File: config.mk
export PLATFORM = sky130hd
export DESIGN_NAME = corevx_muldiv
export DESIGN_NICKNAME = d
export VERILOG_FILES = /design/src/rtl/corevx_muldiv_pkg.sv /design/src/rtl/corevx_divider_step.sv /design/src/rtl/corevx_muldiv.sv
export SDC_FILE = /design/constraint.sdc
export NUM_CORES = 1
export LEC_CHECK = 0
export ABC_CLOCK_PERIOD_IN_PS = 4400
export CORE_ASPECT_RATIO = 0.6
export CORE_MARGIN = 2
export CORE_UTILIZATION = 50
export DETAILED_ROUTE_END_ITERATION = 16
export PLACE_DENSITY = 0.7
export SLEW_MARGIN = 20
export SYNTH_ARGS = -nofsm -noshare
export SYNTH_HDL_FRONTEND = slang
export SYNTH_SLANG_ARGS = --single-unit
File: constraint.sdc
create_clock -name clk -period 4.4 [get_ports clk]
set_clock_uncertainty 0.2 [all_clocks]
set_input_delay 1.1 -clock clk [delete_from_list [all_inputs] [get_ports clk]]
set_output_delay 1.1 -clock clk [all_outputs]
set_load 0.01 [all_outputs]
File: src/rtl/corevx_muldiv_pkg.sv
// Shared definitions for the corevx multi-cycle RV32M multiply/divide unit:
// funct3 encodings, the FSM state type and the overflow/divide-by-zero constants.
package corevx_muldiv_pkg;

    localparam logic [2:0] FunctMul    = 3'b000;
    localparam logic [2:0] FunctMulh   = 3'b001;
    localparam logic [2:0] FunctMulhsu = 3'b010;
    localparam logic [2:0] FunctMulhu  = 3'b011;
    localparam logic [2:0] FunctDiv    = 3'b100;
    localparam logic [2:0] FunctDivu   = 3'b101;
    localparam logic [2:0] FunctRem    = 3'b110;
    localparam logic [2:0] FunctRemu   = 3'b111;

    localparam logic [31:0] MinNeg  = 32'h8000_0000;
    localparam logic [31:0] AllOnes = 32'hFFFF_FFFF;

    typedef enum logic [1:0] {
        StIdle = 2'd0,
        StMul  = 2'd1,
        StDiv  = 2'd2,
        StDone = 2'd3
    } muldiv_state_e;

    function automatic logic op_is_div(input logic [2:0] f3);
        return f3[2];
    endfunction

    // REM/REMU share bit pattern 11x; only meaningful when op_is_div is set.
    function automatic logic op_is_rem(input logic [2:0] f3);
        return f3[2] & f3[1];
    endfunction

endpackage

File: src/rtl/corevx_divider_step.sv
// One restoring-division step: shift in a dividend bit, trial-subtract the divisor,
// keep the difference when it does not borrow.
module corevx_divider_step #(
    parameter int unsigned XLEN = 32
) (
    input  logic [XLEN-1:0] rem_i,
    input  logic            dividend_bit_i,
    input  logic [XLEN-1:0] divisor_i,
    output logic [XLEN-1:0] rem_o,
    output logic            quot_bit_o
);

    logic [XLEN:0] shifted;
    logic [XLEN:0] diff;
    logic          unused_diff_msb;

    assign shifted    = {rem_i, dividend_bit_i};
    assign diff       = shifted - {1'b0, divisor_i};
    assign quot_bit_o = (shifted >= {1'b0, divisor_i});
    // A non-borrowing difference is below the divisor, so its top bit is always zero.
    assign rem_o           = quot_bit_o ? diff[XLEN-1:0] : shifted[XLEN-1:0];
    assign unused_diff_msb = diff[XLEN];

endmodule

File: src/rtl/corevx_muldiv.sv
// Iterative RV32M unit: shift-add multiplier and restoring divider sharing one
// 64-bit accumulator, with valid/ready request and result handshakes.
module corevx_muldiv
    import corevx_muldiv_pkg::*;
#(
    parameter int unsigned XLEN = 32
) (
    input  logic            clk,
    input  logic            rst_n,
    input  logic            req_valid_i,
    output logic            req_ready_o,
    input  logic [2:0]      req_funct3_i,
    input  logic [XLEN-1:0] req_operand0_i,
    input  logic [XLEN-1:0] req_operand1_i,
    input  logic            kill_i,
    output logic            res_valid_o,
    input  logic            res_ready_i,
    output logic [XLEN-1:0] res_data_o
);

    localparam int unsigned CntW = $clog2(XLEN) + 1;
    localparam logic [CntW-1:0] CntLast = CntW'(XLEN);

    muldiv_state_e     state_q, state_d;
    logic [2:0]        funct3_q, funct3_d;
    logic              sign_q, sign_d;
    logic [XLEN-1:0]   opnd_q, opnd_d;
    logic [2*XLEN-1:0] acc_q, acc_d;
    logic [CntW-1:0]   cnt_q, cnt_d;
    logic [XLEN-1:0]   res_q, res_d;

    // Multiplier: acc holds {partial product, remaining multiplier bits}.
    logic [XLEN:0]     mul_sum;
    logic [2*XLEN-1:0] mul_next;
    logic [2*XLEN-1:0] prod_fix;

    // Divider: acc holds {partial remainder, dividend bits shifting into quotient}.
    logic [XLEN-1:0]   div_rem;
    logic              div_qbit;
    logic [2*XLEN-1:0] div_next;
    logic [XLEN-1:0]   quot_fix;
    logic [XLEN-1:0]   rem_fix;

    logic              s0, s1, neg0, neg1;
    logic [XLEN-1:0]   mag0, mag1;
    logic              acc_div, acc_rem;

    assign mul_sum  = {1'b0, acc_q[2*XLEN-1:XLEN]} + (acc_q[0] ? {1'b0, opnd_q} : '0);
    assign mul_next = {mul_sum, acc_q[XLEN-1:1]};
    assign prod_fix = sign_q ? -acc_q : acc_q;

    corevx_divider_step #(
        .XLEN (XLEN)
    ) u_div_step (
        .rem_i          (acc_q[2*XLEN-1:XLEN]),
        .dividend_bit_i (acc_q[XLEN-1]),
        .divisor_i      (opnd_q),
        .rem_o          (div_rem),
        .quot_bit_o     (div_qbit)
    );

    assign div_next = {div_rem, acc_q[XLEN-2:0], div_qbit};
    assign quot_fix = sign_q ? -acc_q[XLEN-1:0] : acc_q[XLEN-1:0];
    assign rem_fix  = sign_q ? -acc_q[2*XLEN-1:XLEN] : acc_q[2*XLEN-1:XLEN];

    assign s0 = (req_funct3_i == FunctMul) || (req_funct3_i == FunctMulh) ||
                (req_funct3_i == FunctMulhsu) || (req_funct3_i == FunctDiv) ||
                (req_funct3_i == FunctRem);
    assign s1 = (req_funct3_i == FunctMul) || (req_funct3_i == FunctMulh) ||
                (req_funct3_i == FunctDiv) || (req_funct3_i == FunctRem);
    assign neg0    = s0 & req_operand0_i[XLEN-1];
    assign neg1    = s1 & req_operand1_i[XLEN-1];
    assign mag0    = neg0 ? -req_operand0_i : req_operand0_i;
    assign mag1    = neg1 ? -req_operand1_i : req_operand1_i;
    assign acc_div = op_is_div(req_funct3_i);
    assign acc_rem = op_is_rem(req_funct3_i);

    always_comb begin
        state_d  = state_q;
        funct3_d = funct3_q;
        sign_d   = sign_q;
        opnd_d   = opnd_q;
        acc_d    = acc_q;
        cnt_d    = cnt_q;
        res_d    = res_q;
        unique case (state_q)
            StIdle: begin
                if (req_valid_i && !kill_i) begin
                    funct3_d = req_funct3_i;
                    cnt_d    = '0;
                    sign_d   = acc_rem ? neg0 : (neg0 ^ neg1);
                    if (acc_div) begin
                        opnd_d = mag1;
                        acc_d  = {{XLEN{1'b0}}, mag0};
                    end else begin
                        opnd_d = mag0;
                        acc_d  = {{XLEN{1'b0}}, mag1};
                    end
                    if (acc_div && (req_operand1_i == '0)) begin
                        state_d = StDone;
                        res_d   = acc_rem ? req_operand0_i : AllOnes;
                    end else if (acc_div && s0 && (req_operand0_i == MinNeg) &&
                                 (req_operand1_i == AllOnes)) begin
                        state_d = StDone;
                        res_d   = acc_rem ? '0 : MinNeg;
                    end else begin
                        state_d = acc_div ? StDiv : StMul;
                    end
                end
            end
            StMul: begin
                if (kill_i) begin
                    state_d = StIdle;
                end else if (cnt_q != CntLast) begin
                    acc_d = mul_next;
                    cnt_d = cnt_q + CntW'(1);
                end else begin
                    res_d   = (funct3_q == FunctMul) ? prod_fix[XLEN-1:0]
                                                     : prod_fix[2*XLEN-1:XLEN];
                    state_d = StDone;
                end
            end
            StDiv: begin
                if (kill_i) begin
                    state_d = StIdle;
                end else if (cnt_q != CntLast) begin
                    acc_d = div_next;
                    cnt_d = cnt_q + CntW'(1);
                end else begin
                    res_d   = funct3_q[1] ? rem_fix : quot_fix;
                    state_d = StDone;
                end
            end
            StDone: begin
                if (kill_i || res_ready_i) begin
                    state_d = StIdle;
                end
            end
            default: state_d = StIdle;
        endcase
    end

    always_ff @(posedge clk or negedge rst_n) begin
        if (!rst_n) begin
            state_q  <= StIdle;
            funct3_q <= '0;
            sign_q   <= 1'b0;
            opnd_q   <= '0;
            acc_q    <= '0;
            cnt_q    <= '0;
            res_q    <= '0;
        end else begin
            state_q  <= state_d;
            funct3_q <= funct3_d;
            sign_q   <= sign_d;
            opnd_q   <= opnd_d;
            acc_q    <= acc_d;
            cnt_q    <= cnt_d;
            res_q    <= res_d;
        end
    end

    assign req_ready_o = (state_q == StIdle);
    assign res_valid_o = (state_q == StDone);
    assign res_data_o  = res_q;

endmodule
==> results of run 1 <==
==> registers in the layout, indices dropped and copies added, names as in the netlist <==
| register | count |
|---|---|
| acc_q | 64 |
| opnd_q | 32 |
| res_data_o | 32 |
| cnt_q | 6 |
| funct3_q | 3 |
| state_q | 2 |
| sign_q | 1 |
==> worst min-delay path, cell delays in order (launching register included) <==
cell     delay [ns]
dfrtp_1        0.34
nand2_1        0.05
nand2_1        0.05
==> final cells by class <==
class	instances	area, um2	area share, %
Inverter	71	267	1.53
Multi-Input combinational cell	1667	10500	60.2
Timing Repair Buffer	217	1980	11.3
Sequential cell	140	3500	20.1
Clock buffer	18	439	2.51
Tap cell	400	500	2.87
Clock inverter	14	264	1.51
==> cell usage after synthesis, types with 32 or more instances <==
| master | number |
|---|---|
| clkbuf_1 | 130 |
| a21o_1 | 39 |
| nor3_1 | 32 |
| o21ai_0 | 203 |
| o31ai_1 | 56 |
| ha_1 | 75 |
| a21oi_1 | 159 |
| dfrtp_1 | 140 |
| xnor2_1 | 101 |
| nand2_1 | 229 |
| nor2_1 | 240 |
| inv_1 | 69 |
| xor2_1 | 91 |
==> per-stage QoR <==
step           utilization [%]  worst slack, ns  TNS (ns)
2_1_floorplan                -            0.472         0
3_3_place_gp              58.0          -0.0739    -0.205
3_5_place_dp              58.0           -0.126     -1.69
4_1_cts                   60.5            0.331         0
5_1_grt                   60.5           0.0576         0
6_report                  60.5            0.245         0
==> worst paths after layout <==
kind / cells past startpoint / endpoint
min: 2 / opnd_q[28]
min in group asynchronous: 1 / cnt_q[5]
max in group asynchronous: 2 / opnd_q[13]
max: 14 / acc_q[61]
min reg2reg: 2 / opnd_q[28]
max reg2reg: 14 / acc_q[61]
==> cell usage in the layout (no fill, tap or decap), drive strengths merged, types with 19 or more instances in the layout <==
cell type	instances
dfrtp	140
buf	114
a21o	39
xnor2	101
nand3	24
xor2	91
nand4	30
o21ai	209
o31ai	56
o211ai	19
o41ai	19
or4	20
ha	75
a21oi	159
clkdlybuf4s50	103
inv	71
a211oi	22
or3	21
a31oi	27
a221oi	28
nor2	240
nand2	229
a22oi	20
nor3	33
==> cells by family after synthesis <==
| group | count (synthesis) | synth area share (%) |
|---|---|---|
| AO/OA/AOI/OAI | 699 | 30.1 |
| AND/OR/NAND/NOR | 666 | 20.3 |
| buffers and inverters | 213 | 5.48 |
| XOR/XNOR | 192 | 11.4 |
| flip-flops | 140 | 23.7 |
| adder cells (fa/ha/maj) | 77 | 6.62 |
| multiplexers | 33 | 2.44 |
==> layer usage <==
metal | track usage (%) | vias up | part of all wire, % | wire (um)
li1 | - | 7538 | - | -
met1 | 56.2 | 7831 | 45 | 26200
met2 | 51.7 | 1013 | 39 | 22400
met3 | 11.8 | 100 | 14 | 7880
met4 | 10.3 | 0 | 2.5 | 1420
met5 | 0 | - | 0 | 0
==> report_power, final <==
group,internal (mW),switching (mW)
Combinational,3.92,6.24
Sequential,1.89,0.975
Clock,1.14,0.653
==> reports/qor.csv, run 1 <==
metric;value;unit
holdWs;0.277;ns
ys_seq_area_share;23.7;%
required;4.54;ns
cts_buffers;17;
die_w;226;um
avgSynthCellArea;7.32;um2
cts_resized;0;
gr-total-overflow;0;
path_class;flip-flop to flip-flop;
total_power;14.8;mW
power_leakage;7.30;nW
setup_viol_count_final;0;
io_buffer_count;105;
drc;0;
dp.cells;2495;
peakVddDrop;457;uV
fin_nets;2263;
dpl.hpwl;44900;um
crit_family;compound AO/OA/AOI/OAI gates;
tritoncts;done;
core;28900;um2
synth_top_cell_by_area;dfrtp_1;
htreeDepth;4;
synth_flop_cell;dfrtp_1;
crit_buf_inv;1;
hold_path.class;flip-flop to flip-flop;
synth_area;14800;um2
post-route-period-util;94.4;%
place.gp.congestion;0.984;
postPlaceCellArea;16800;um2
maxSlewHeadroom;36.8;%
dr.pass1.iters;8;
hold_violations;0;
grt_start_max_net_pins;76;
worst-slew-pin-transition;0.945;ns
rsz0062_at_grt;false;
max-cap-violations;0;
num_rows;48;
routed_wl;57900;um
reg2reg_from;acc_q[0];
synth_cell_type_count;73;
start_kind;flip-flop;
critPathSlowestCell;o41ai_1;
grt_pass1_vias;14900;
syn_inst;2020;
cp_max_fo;4;
cts-root-buf;clkbuf_16;
status;finished clean;
crit_chain;buf_4 > and2_1 > ha_1 > fa_1 > a211o_1 > o211ai_1 > o22ai_1 > o21ai_0 > o211a_1 > nand2b_1 > a31oi_1 > o41ai_1 > xnor2_1 > a221o_1;
synthArstFlopShare;100;%
drt_iter0_drc;2470;
critPathLaunch;acc_q[0];
crit_path_end_kind;flip-flop;
clkTransAtPathRegs;0.06;ns
synth_seq_cells;140;
min_from;opnd_q[28];
ios;106;
detail_route.wl_per_cell;22.9;um
ys_warn_count;0;
vias;16500;
grt_use_total;37.7;%
fp.dieH;137;um
synth_edf_count;0;
cpPeakStageDelay;0.55;ns
synth_top_area_share;23.7;%
clkLatencyLatePin;0.46;ns
initial_utilization;51.2;%
fill_cells;2729;
synth_fp_nets;2169;
avgViaCountPerCell;6.52;
synthTopCellsByArea;dfrtp_1 (24%), o21ai_0 (6.9%), ha_1 (6.3%);
syn_to_final_growth;18.1;%
drtAntennaViolNets;0;
cts_setup_buffers;0;
drv_slew;0;
max_freq;241;MHz
antenna_found_initial;0;
fin_crit;4.16;ns
regToRegSetupSlack;0.24;ns
drive_above_1_share;8.65;%
stdcell_count;2527;
final_cell_area;17500;um2
cts.sinks;140;
power_density;848;nW/um2
cts_buffer_depth;2;
cp.arrival;4.29;ns
post_cts_hold_buffer_count;0;
fp.dieArea;31000;um2
grt_pass1_wl;88500;um
diodes;0;
Note: power is estimated with default switching activity, not from simulation.
==> run 2: changes to the inputs <==
--- a/config.mk
+++ b/config.mk
@@ -10,8 +10,9 @@
 export CORE_MARGIN = 2
 export CORE_UTILIZATION = 50
 export DETAILED_ROUTE_END_ITERATION = 16
-export PLACE_DENSITY = 0.7
-export SLEW_MARGIN = 20
+export PLACE_DENSITY = 0.69
+export SLEW_MARGIN = 5
 export SYNTH_ARGS = -nofsm -noshare
 export SYNTH_HDL_FRONTEND = slang
+export SYNTH_HIERARCHICAL = 1
 export SYNTH_SLANG_ARGS = --single-unit
==> reports/qor.csv, run 2 <==
metric;value;unit;change
cts_buffers;17;;unchanged
cp.arrival;4.46;ns;+0.17 ns
p_clk_share;10.0;%;-2.1 points
synth_top_area_share;22.1;%;-1.6 points
critPathSlowestCell;nor4_1;;
max_freq;234;MHz;-3.0%
antenna_found_initial;1;;+1
yosysMostFrequentCell;nand2_1;;
num_rows;50;;+4.2%
crit_chain;nor4_1 > nand2b_1 > or4_1 > buf_4 > nand2_1 > a21oi_1 > nor4_1 > nor2_1 > o21ai_0;;
crit_buf_inv;1;;unchanged
power.internal;7.39;mW;+6.5%
ys_seq_area_share;22.1;%;-1.6 points
fill_cells;2912;;+6.7%
drive_above_1_share;11.0;%;+2.4 points
ios;106;;unchanged
seq_area;3500;um2;unchanged
tritoncts;done;;
regMostFlops;acc_q;;
fp.dieArea;33200;um2;+7.1%
grt_use_total;41.8;%;+4.1 points
max-cap-violations;0;;unchanged
fp.dieH;142;um;+3.5%
grt_pass1_vias;16200;;+8.9%
crit_family;simple AND/OR/NAND/NOR gates;;
synthArstFlopShare;100;%;unchanged
core;31200;um2;+8.1%
holdWs;0.287;ns;+0.0106 ns
power_density;894;nW/um2;+5.4%
synth_fp_nets;2290;;+5.6%
avgViaCountPerCell;6.82;;+4.6%
setup_viol_count_final;0;;unchanged
post_cts_hold_buffer_count;0;;unchanged
cts-root-buf;clkbuf_16;;
cpMostUsedCell;nor4_1;;
dpl.hpwl;54900;um;+22%
syn_to_final_growth;16.9;%;
detail_route.wl_per_cell;26.2;um;+15%
synth_top_cell_by_area;dfrtp_1;;
drv_slew;0;;unchanged
fin_util;59.4;%;-1.1 points
final_cell_mix;nand2_1 (243), o21ai_0 (194), a21oi_1 (170), nor2_1 (164), dfrtp_1 (139);;
ys_warn_count;6;;+6
syn_inst;2141;;+6.0%
status;finished clean;;
required;4.58;ns;+0.04 ns
fin_tns_setup;0;ns;unchanged
dr.pass1.iters;9;;+1
initial_utilization;50.8;%;-0.39 points
synth_seq_cells;140;;unchanged
vias;18200;;+11%
io_buffer_count;105;;unchanged
clkLatencyLatePin;0.46;ns;about the same
power_switching;9.18;mW;+17%
post-route-period-util;97.3;%;+2.9 points
p_sw_share;55.4;%;+2.3 points
peakVddDrop;461;uV;+0.92%
synth_flop_cell;dfrtp_1;;
cpPeakStageDelay;1.10;ns;+0.55 ns
multi_input_area;11400;um2;+8.4%
gr-total-overflow;0;;unchanged
largest_reg_flops;64;;unchanged
drtAntennaViolNets;0;;unchanged
worst-slew-pin-transition;1.33;ns;+0.383 ns
final_common_cell;nand2_1;;
avgSynthCellArea;7.41;um2;+1.2%
synth_commonest_cells;nand2_1 (243), o21ai_0 (194), a21oi_1 (170);;
htreeDepth;4;;unchanged
fin_crit;4.28;ns;+0.126 ns
diodes;0;;unchanged
path_class;flip-flop to flip-flop;;
cts_setup_buffers;0;;unchanged
maxSlewHeadroom;10.6;%;-26 points
drt_iter0_drc;2896;;+17%
sequentialPowerShare;15.6;%;-3.7 points
cts_buffer_depth;2;;unchanged
synth_area;15900;um2;+7.2%
cts.sinks;140;;unchanged
power_leakage;7.94;nW;+8.7%
comb_power_share;74.4;%;+5.8 points
cp_max_fo;10;;+6
routed_wl;70100;um;+21%
die_w;234;um;+3.5%
synth_edf_count;0;;unchanged
start_kind;flip-flop;;
hold_path.class;flip-flop to flip-flop;;
grt_start_max_net_pins;86;;+13%
hold_violations;0;;unchanged
drc;0;;unchanged
regToRegSetupSlack;0.12;ns;-0.13 ns
cts_resized;0;;unchanged
clkTransAtPathRegs;0.07;ns;about the same
synth_cell_type_count;87;;+19%
place.gp.congestion;1.08;;+10%
fin_nets;2391;;+5.7%
synthTopCellsByArea;dfrtp_1 (22%), xnor2_1 (6.7%), o21ai_0 (6.1%);;
rsz0062_at_grt;false;;
grt_pass1_wl;103000;um;+16%
crit_path_end_kind;flip-flop;;
==> run 2: cell types whose count changed after synthesis, moves of 18 or more <==
cell / previous run / this run
xor2_1: 91 / 61
and2_1: 4 / 42
nor2_1: 240 / 164
nor3_1: 32 / 51
xnor2_1: 101 / 121
nor2b_1: 6 / 24
nand3_1: 24 / 44
==> run 2: layout make-up <==
class / count / area share, %
clock inverter: 13 / 1.01
multi-input combinational: 1755 / 61.5
clock buffer: 19 / 2.44
tap: 416 / 2.81
timing repair buffer: 241 / 11.6
sequential: 140 / 18.9
inverter: 87 / 1.76
==> run 2: per-stage QoR <==
step           worst slack [ns]  total power [mW]  instance area, um2  instances
2_1_floorplan             0.271              10.2               15900       2141
3_3_place_gp             0.0828              14.0               17900       2639
3_5_place_dp             0.0121              14.3               17900       2639
4_1_cts                   0.374              16.0               18500       2671
5_1_grt                  0.0522              17.3               18500       2671
6_report                  0.118              16.6               18500       2671
==> run 2: path summary, 6_finish.rpt <==
kind,to,depth (start not counted),startpoint
setup / recovery,res_data_o[16],9,acc_q[11]
hold / removal,res_data_o[7],2,res_data_o[7]
setup reg to reg,res_data_o[16],9,acc_q[11]
hold reg to reg,res_data_o[7],2,res_data_o[7]
max in group asynchronous,opnd_q[9],2,rst_n
min in group asynchronous,acc_q[56],1,rst_n
==> run 2: per-layer routing <==
layer,GRT usage (%),wire (um),up-vias
li1,-,-,8010
met4,11.2,1890,0
met3,18.3,12300,144
met5,0,0,-
met1,62.6,30000,8661
met2,53.1,25800,1404
==> run 2: cells by family (layout without fill, tap and decap cells) <==
family / after synthesis / after routing / share of synthesized area, %
XOR/XNOR: 182 / 182 / 10.1
AND/OR/NAND/NOR: 735 / 735 / 22.6
adder cells (fa/ha/maj): 77 / 77 / 6.17
multiplexers: 68 / 68 / 4.89
buffers and inverters: 246 / 360 / 6.11
flip-flops: 140 / 140 / 22.1
AO/OA/AOI/OAI: 693 / 693 / 28.1
==> run 2: tightest hold or removal path: cells and delay by family (launching register included) <==
family / cells / cell delay [ns]
AO/OA/AOI/OAI: 1 / 0.06
flip-flops: 1 / 0.34
AND/OR/NAND/NOR: 1 / 0.05
==> run 2: power groups by stage <==
stage | sequential [mW] | clock (mW) | combinational [mW]
CTS | 2.52 | 1.65 | 11.8
global route | 2.61 | 1.70 | 13.0
detailed placement | 2.55 | 0 | 11.7
floorplan | 2.29 | 0 | 7.95
global placement | 2.53 | 0 | 11.5
finish | 2.59 | 1.66 | 12.3
